--- config.mk ---
export PLATFORM = sky130hd
export DESIGN_NAME = button_input_filter
export DESIGN_NICKNAME = d
export VERILOG_FILES = /design/src/rtl/button_input_filter.sv
export SDC_FILE = /design/constraint.sdc
export NUM_CORES = 1
export LEC_CHECK = 0
export ABC_AREA = 1
export CAP_MARGIN = 15
export CORE_ASPECT_RATIO = 2
export CORE_MARGIN = 5
export CORE_UTILIZATION = 56
export DETAILED_ROUTE_END_ITERATION = 12
export GPL_ROUTABILITY_DRIVEN = 0
export GPL_TIMING_DRIVEN = 0
export HOLD_SLACK_MARGIN = 0.1
export PLACE_DENSITY_LB_ADDON = 0.05
export SKIP_LAST_GASP = 1
export SLEW_MARGIN = 20
export SYNTH_ARGS = -nofsm -noshare
export SYNTH_HDL_FRONTEND = slang
export SYNTH_SLANG_ARGS = --single-unit
--- constraint.sdc ---
create_clock -name HCLK -period 2.3 [get_ports HCLK]
set_input_delay 0.46 -clock HCLK [delete_from_list [all_inputs] [get_ports HCLK]]
set_output_delay 0.46 -clock HCLK [all_outputs]
set_load 0.02 [all_outputs]
--- src/rtl/button_input_filter.sv ---
// Two-channel push-button conditioner: 2-flop synchroniser, sampled saturating
// integrator with hysteresis, and a per-channel RELEASED/PRESSED/STUCK FSM.
module button_input_filter #(
   parameter int SAMPLE_DIV  = 32,
   parameter int INTEG_MAX   = 8,
   parameter int STUCK_TICKS = 10000
) (
   input  logic HCLK,
   input  logic HRESET,
   input  logic nMode_Pin,
   input  logic nTrip_Pin,
   output logic Mode,
   output logic Trip,
   output logic Mode_Stuck,
   output logic Trip_Stuck
);

   localparam int CW = (SAMPLE_DIV > 1) ? $clog2(SAMPLE_DIV) : 1;
   localparam logic [CW-1:0] DIV_LAST   = CW'(SAMPLE_DIV - 1);
   localparam logic [3:0]    IMAX       = 4'(INTEG_MAX);
   localparam logic [15:0]   STUCK_LAST = 16'(STUCK_TICKS - 1);

   typedef enum logic [1:0] {
      RELEASED = 2'd0,
      PRESSED  = 2'd1,
      STUCK    = 2'd2
   } state_t;

   logic [1:0]    pin;
   logic [1:0]    sync1;
   logic [1:0]    sync2;
   logic [CW-1:0] presc;
   logic          sample_tick;
   logic [3:0]    integ     [2];
   logic [3:0]    integ_nxt [2];
   logic [1:0]    filt;
   logic [15:0]   hold      [2];
   logic [15:0]   hold_nxt  [2];
   state_t        state     [2];
   state_t        state_nxt [2];

   // Channel 0 is Mode, channel 1 is Trip.
   assign pin         = {nTrip_Pin, nMode_Pin};
   assign sample_tick = (presc == DIV_LAST);

   always_ff @(posedge HCLK or posedge HRESET) begin
      if (HRESET) begin
         sync1 <= 2'b11;
         sync2 <= 2'b11;
         presc <= '0;
      end else begin
         sync1 <= pin;
         sync2 <= sync1;
         presc <= sample_tick ? '0 : presc + CW'(1);
      end
   end

   always_comb begin
      for (int c = 0; c < 2; c++) begin
         integ_nxt[c] = integ[c];
         if (sample_tick) begin
            if (sync2[c] && (integ[c] < IMAX))
               integ_nxt[c] = integ[c] + 4'd1;
            else if (!sync2[c] && (integ[c] != 4'd0))
               integ_nxt[c] = integ[c] - 4'd1;
         end
      end
   end

   // The filtered level moves on the same edge the integrator hits a bound.
   always_ff @(posedge HCLK or posedge HRESET) begin
      if (HRESET) begin
         for (int c = 0; c < 2; c++) integ[c] <= IMAX;
         filt <= 2'b11;
      end else begin
         for (int c = 0; c < 2; c++) begin
            integ[c] <= integ_nxt[c];
            if (integ_nxt[c] == 4'd0)
               filt[c] <= 1'b0;
            else if (integ_nxt[c] == IMAX)
               filt[c] <= 1'b1;
         end
      end
   end

   always_ff @(posedge HCLK or posedge HRESET) begin
      if (HRESET) begin
         for (int c = 0; c < 2; c++) begin
            state[c] <= RELEASED;
            hold[c]  <= '0;
         end
      end else begin
         for (int c = 0; c < 2; c++) begin
            state[c] <= state_nxt[c];
            hold[c]  <= hold_nxt[c];
         end
      end
   end

   always_comb begin
      for (int c = 0; c < 2; c++) begin
         state_nxt[c] = state[c];
         hold_nxt[c]  = hold[c];
         case (state[c])
            RELEASED: begin
               hold_nxt[c] = '0;
               if (!filt[c]) state_nxt[c] = PRESSED;
            end
            PRESSED: begin
               if (filt[c])
                  state_nxt[c] = RELEASED;
               else if (sample_tick) begin
                  if (hold[c] == STUCK_LAST)
                     state_nxt[c] = STUCK;
                  else
                     hold_nxt[c] = hold[c] + 16'd1;
               end
            end
            STUCK: begin
               // Counter is frozen here; only a release leaves this state.
               if (filt[c]) state_nxt[c] = RELEASED;
            end
            default: state_nxt[c] = RELEASED;
         endcase
      end
   end

   // A stuck button reads as released so downstream timers recover.
   assign Mode       = (state[0] != PRESSED);
   assign Trip       = (state[1] != PRESSED);
   assign Mode_Stuck = (state[0] == STUCK);
   assign Trip_Stuck = (state[1] == STUCK);

endmodule

* Yosys cells after proc, flatten, opt, wreduce, memory -nomap -nowiden
Index checks and enable logic that the tools add are counted.
W data, S select, Z words.
** Cells by class
- Reduce and logical (&&, ||, !) cells :: 20
- Mux-type cells :: 31
- $add $sub $neg :: 7
- Eq/ne operators :: 25
- Magnitude comparators :: 2
** Operators by type and width (count)
- $mux W16 :: 6
- $pmux W16 S2 :: 2
- $add A16 B1 Y16 const B :: 2
- $eq A16 B14 Y1 const B :: 2
- $mux W4 :: 6
- $mux W2 :: 10
- $ne A2 B2 Y1 const B :: 8
- $reduce_and A4 Y1 :: 4
- $ne A3 B3 Y1 const B :: 4
- $pmux W2 S3 :: 2
- $add A4 B1 Y4 const B :: 2
- $eq A4 B4 Y1 const B :: 2
- $logic_not A4 Y1 :: 2
- $lt A4 B4 Y1 const B :: 2
- $ne A2 B1 Y1 const B :: 4
- $reduce_bool A2 Y1 :: 4
- $reduce_bool A4 Y1 :: 2
- $sub A4 B1 Y4 const B :: 2
- $add A5 B1 Y5 const B :: 1
- $eq A5 B5 Y1 const B :: 1
- $mux W5 :: 1
- $eq A2 B1 Y1 const B :: 2
- $eq A2 B2 Y1 const B :: 2
- $logic_and A1 B1 Y1 :: 4
- other kinds (3) :: 8
** Storage, ports and cells
- Bits of input ports :: 4
- Word-level logic and storage cells :: 96
- Flip-flop bits (word level) :: 55
- Output and inout bits :: 4

* Longest topological paths before layout
- Word-level depth :: 8
- Depth in mapped cells :: 12
- Gate-level depth less buffers :: 12

* Worst setup path before layout
Ideal clock, no wire load.
- Kind :: flip-flop to flip-flop
- Start :: reg presc[0]
- End :: reg hold[0] in the netlist's numbering
- Slack :: 0.599 ns
- Path buffers :: 1
- Data arrival time :: 1.584 ns
- Cell stages (with the launch flop) :: 13
- Required time :: 2.182 ns
- Path through :: dfrtp_1 -> ha_1 -> nand2_1 -> nor2_1 -> ha_1 -> inv_2 -> nor3_1 -> nand2_2 -> nand2_4 -> inv_4 -> buf_8 -> nand2_1 -> o21ai_2
** On the way
- Cells in the longest elaborated chain, start to end :: 3
** RTL lines
- start, declared :: RTL line 32 : logic [CW-1:0] presc;
- start signal, assigned :: RTL line 54 : presc <= sample_tick ? '0 : presc + CW'(1);
- $eq A5 B5 Y1 :: RTL line 44 : assign sample_tick = (presc == DIV_LAST);
- $ne A2 B2 Y1 (no line)
- $reduce_and A4 Y1 (no line)
- end signal, assigned by index :: RTL line 95 : hold[c] <= hold_nxt[c];
- end, declared :: RTL line 37 : logic [15:0] hold [2];
Every way passes these cells.
A chain may end at the register's enable or synchronous reset.

* Worst setup path in the final report
- Start :: reg state[0] in the netlist's numbering
- End :: out Trip
** On the way
- Cells in the longest elaborated chain, start to end :: 1
** RTL lines
- start, declared :: RTL line 39 : state_t state [2];
- start signal, assigned by index :: RTL line 94 : state[c] <= state_nxt[c];
- $ne A2 B1 Y1 :: RTL line 130 : assign Trip = (state[1] != PRESSED);
- end, declared :: RTL line 13 : output logic Trip,
Every way passes these cells.

==> impl_metrics.json <==
{
  "p_per_area_mw_per_mm2": 517,
  "clkLatencyLatePin_ns": 0.29,
  "end_kind": "output pin",
  "via_per_inst": 5.36,
  "first_global_vias": 2760,
  "antenna_cells": 0,
  "nets": 475,
  "fmax_mhz": 455,
  "initial_core_util": 0.577,
  "drive_above_1_share": 0.0948,
  "place_area_sq_mm": 0.00344,
  "internal_power_w": 0.00146,
  "yosysWarnings": 0,
  "rsz0062_at_grt": "no",
  "tightest_slew_ns": 0.690,
  "die_h_microns": 118,
  "syn2layout_area_growth_pct": 9.69,
  "hold_path.class": "reg2reg",
  "max-cap-violations": 0,
  "clockBufferDepth": 2,
  "swShare": 0.218,
  "h-tree-depth": 2,
  "min-delay-start": "sync1[0]",
  "leakagePower_nw": 1.80,
  "synth_top_area_frac": 0.357,
  "final_cell_area_sq_mm": 0.00361,
  "cts_hold_buf": 0,
  "grt_pass1_wl_mm": 12.1,
  "place.port_buffers": 7,
  "combPwrFrac": 0.035,
  "clockPowerShare": 0.436,
  "power.share.sequential": 0.529,
  "syn-cell-area_sq_mm": 0.00329,
  "drtIter0Drc": 182,
  "worstPathMaxFanout": 11,
  "routedWlPerCell_microns": 13.4,
  "post_cts_buffers": 0,
  "critical_path_class": "reg2out",
  "cts_resized": 5,
  "grtUsageTotal": 0.198,
  "status": "finished, final reports clean",
  "numCtsBuffers": 5,
  "yosysUniqueCellTypes": 31,
  "cts_tree": "done",
  "overflow": 0,
  "period_minus_slack_ns": 2.20,
  "r2r_start": "presc[0]",
  "avgSynthCellArea_sq_um": 7.32,
  "coreArea_sq_mm": 0.00571,
  "p_sw_w": 0.000407,
  "cts_root_buffer": "clkbuf_16",
  "vias": 2816,
  "ioPinCount": 8,
  "post-dp-hpwl_mm": 5.19,
  "clk_pin_slew_ns": 0.07,
  "irDropWorstVdd_v": 0.000699,
  "num_rows": 39,
  "cts_sinks": 55,
  "antenna_found_initial": 0,
  "die_w_microns": 64.2,
  "startpoint": "state[0]",
  "start_kind": "register",
  "yosys_register_bits": 55,
  "synth_nets": 462,
  "grt_max_degree": 56,
  "synth_top_cell_by_area": "dfrtp_1",
  "hold_viol": 0,
  "ys_seq_area_frac": 0.421,
  "setup-violations-final": 0,
  "power.total_w": 0.00187,
  "fillers": 513,
  "clock_skew_ns": 0.00710,
  "dr.pass1.iters": 4,
  "worst-endpoint-arrival_ns": 1.74,
  "wl_mm": 7.04,
  "syn_inst": 450,
  "fin_crit_sh": 0.955,
  "cp.required_ns": 1.84,
  "slew_violations": 0,
  "ant_nets": 0,
  "max-slew-margin-rel": 0.540,
  "netlist_top_cells_area": "dfrtp_1 36%, nand2_1 15%, inv_1 6.8%, nor2_1 6.5%, dfstp_2 6.4%",
  "drcViolationCount": 0,
  "dieArea_sq_mm": 0.00761
}
==> synthesized netlist by cell type <==
cell and instances:
nand4_1 7, nor4_1 2, o31ai_1 2, o21ai_2 7
xnor2_1 1, nand3_2 2, or2_2 2, nor2_1 57
buf_8 1, a31oi_1 1, nor3_2 2, nand2_2 1
buf_2 3, inv_2 2, buf_4 1, nand3b_1 1
buf_6 1, nand3_1 37, inv_1 60, nor3_1 16
o21ai_1 3, o21ai_0 15, xor2_1 23, nand2_4 1
dfrtp_1 47, ha_1 8, nand2_1 133, dfstp_2 8
inv_4 1, clkbuf_1 1, a21oi_1 4
==> final timing paths <==
check / endpoint / slack [ns] / depth (start not counted)
worst min register to register: sync2[0] / 0.36 / 0
worst max register to register: hold[21] / 0.24 / 11
min in group asynchronous: hold[4] / 0.63 / 2
worst max-delay path: Trip / 0.10 / 4
max in group asynchronous: hold[7] / 1.20 / 2
worst min-delay path: sync2[0] / 0.36 / 0
==> kinds of logic (layout without fill, tap and decap cells) <==
family / Yosys count / in the layout / synth area share
adders and majority gates: 8 / 8 / 0.0304
buffers and inverters: 70 / 84 / 0.0885
and+or+nand+nor: 261 / 261 / 0.338
AOI/OAI and AO/OA: 32 / 32 / 0.0585
xor gates and xnor gates: 24 / 24 / 0.0638
DFF: 55 / 55 / 0.421
==> layer usage <==
| layer | track usage | vias to the layer above | share of wire |
|---|---|---|---|
| li1 | - | 1438 | - |
| met1 | 0.219 | 1293 | 0.38 |
| met2 | 0.348 | 64 | 0.55 |
| met3 | 0.0285 | 21 | 0.028 |
| met4 | 0.112 | 0 | 0.034 |
| met5 | 0 | - | 0 |
==> registers in the layout, summed over array words and instances (netlist names) <==
signal and count:
presc 5, state 4, integ 8, hold 32, filt 2, sync1 2, sync2 2
==> metrics by stage <==
stage,worst slack [ns],cells,setup TNS [ns],hold slack (ns),utilization
3_3_place_gp,-0.513,518,-24.23,0.346,0.602
5_1_grt,0.0259,525,0,0.364,0.633
6_report,0.103,525,0,0.357,0.633
2_1_floorplan,0.510,450,0,0.345,-
4_1_cts,0.0348,525,0,0.357,0.632
3_5_place_dp,0.0408,518,0,0.348,0.603
==> layout make-up <==
cell class                      instances  area [sq um]  share of cell area
Multi-Input combinational cell        325          1630               0.451
Sequential cell                        55          1390               0.384
Inverter                               63           241              0.0669
Clock buffer                            7           153              0.0423
Tap cell                               61          76.3              0.0211
Timing Repair Buffer                    7          68.8              0.0191
Buffer                                  6          48.8              0.0135
Clock inverter                          1          7.51             0.00208
==> placed cells by master (no fill, tap or decap), types with 2 or more instances in the layout <==
cell type / n
nand2_1: 133
inv_2: 3
nor2_4: 2
xor2_1: 23
nor2_1: 55
o21ai_1: 3
clkbuf_8: 2
clkdlybuf4s50_1: 6
buf_2: 3
nor3_1: 16
nand4_1: 7
o31ai_1: 2
inv_1: 58
inv_4: 2
nand3_2: 2
ha_1: 8
nor4_1: 2
o21ai_0: 15
or2_2: 2
nor3_2: 2
o21ai_2: 7
nand3_1: 37
dfstp_2: 8
dfrtp_1: 47
a21oi_1: 4
clkbuf_16: 5
==> power by group through the flow <==
stage	Combinational, W	Sequential (W)	Clock [W]
after detailed placement	0.0000663	0.00101	0
after CTS	0.0000666	0.000987	0.000840
after global routing	0.0000770	0.000989	0.000879
after global placement	0.0000631	0.00101	0
after floorplan	0.0000472	0.00100	0
final	0.0000654	0.000987	0.000815
==> worst max-delay path: stages (launching register included) <==
cell and delay, ns:
dfrtp_1 0.39, inv_1 0.16, nor2_4 0.09, inv_2 0.17, clkdlybuf4s50_1 0.64
Power figures use the tool's default switching activity.
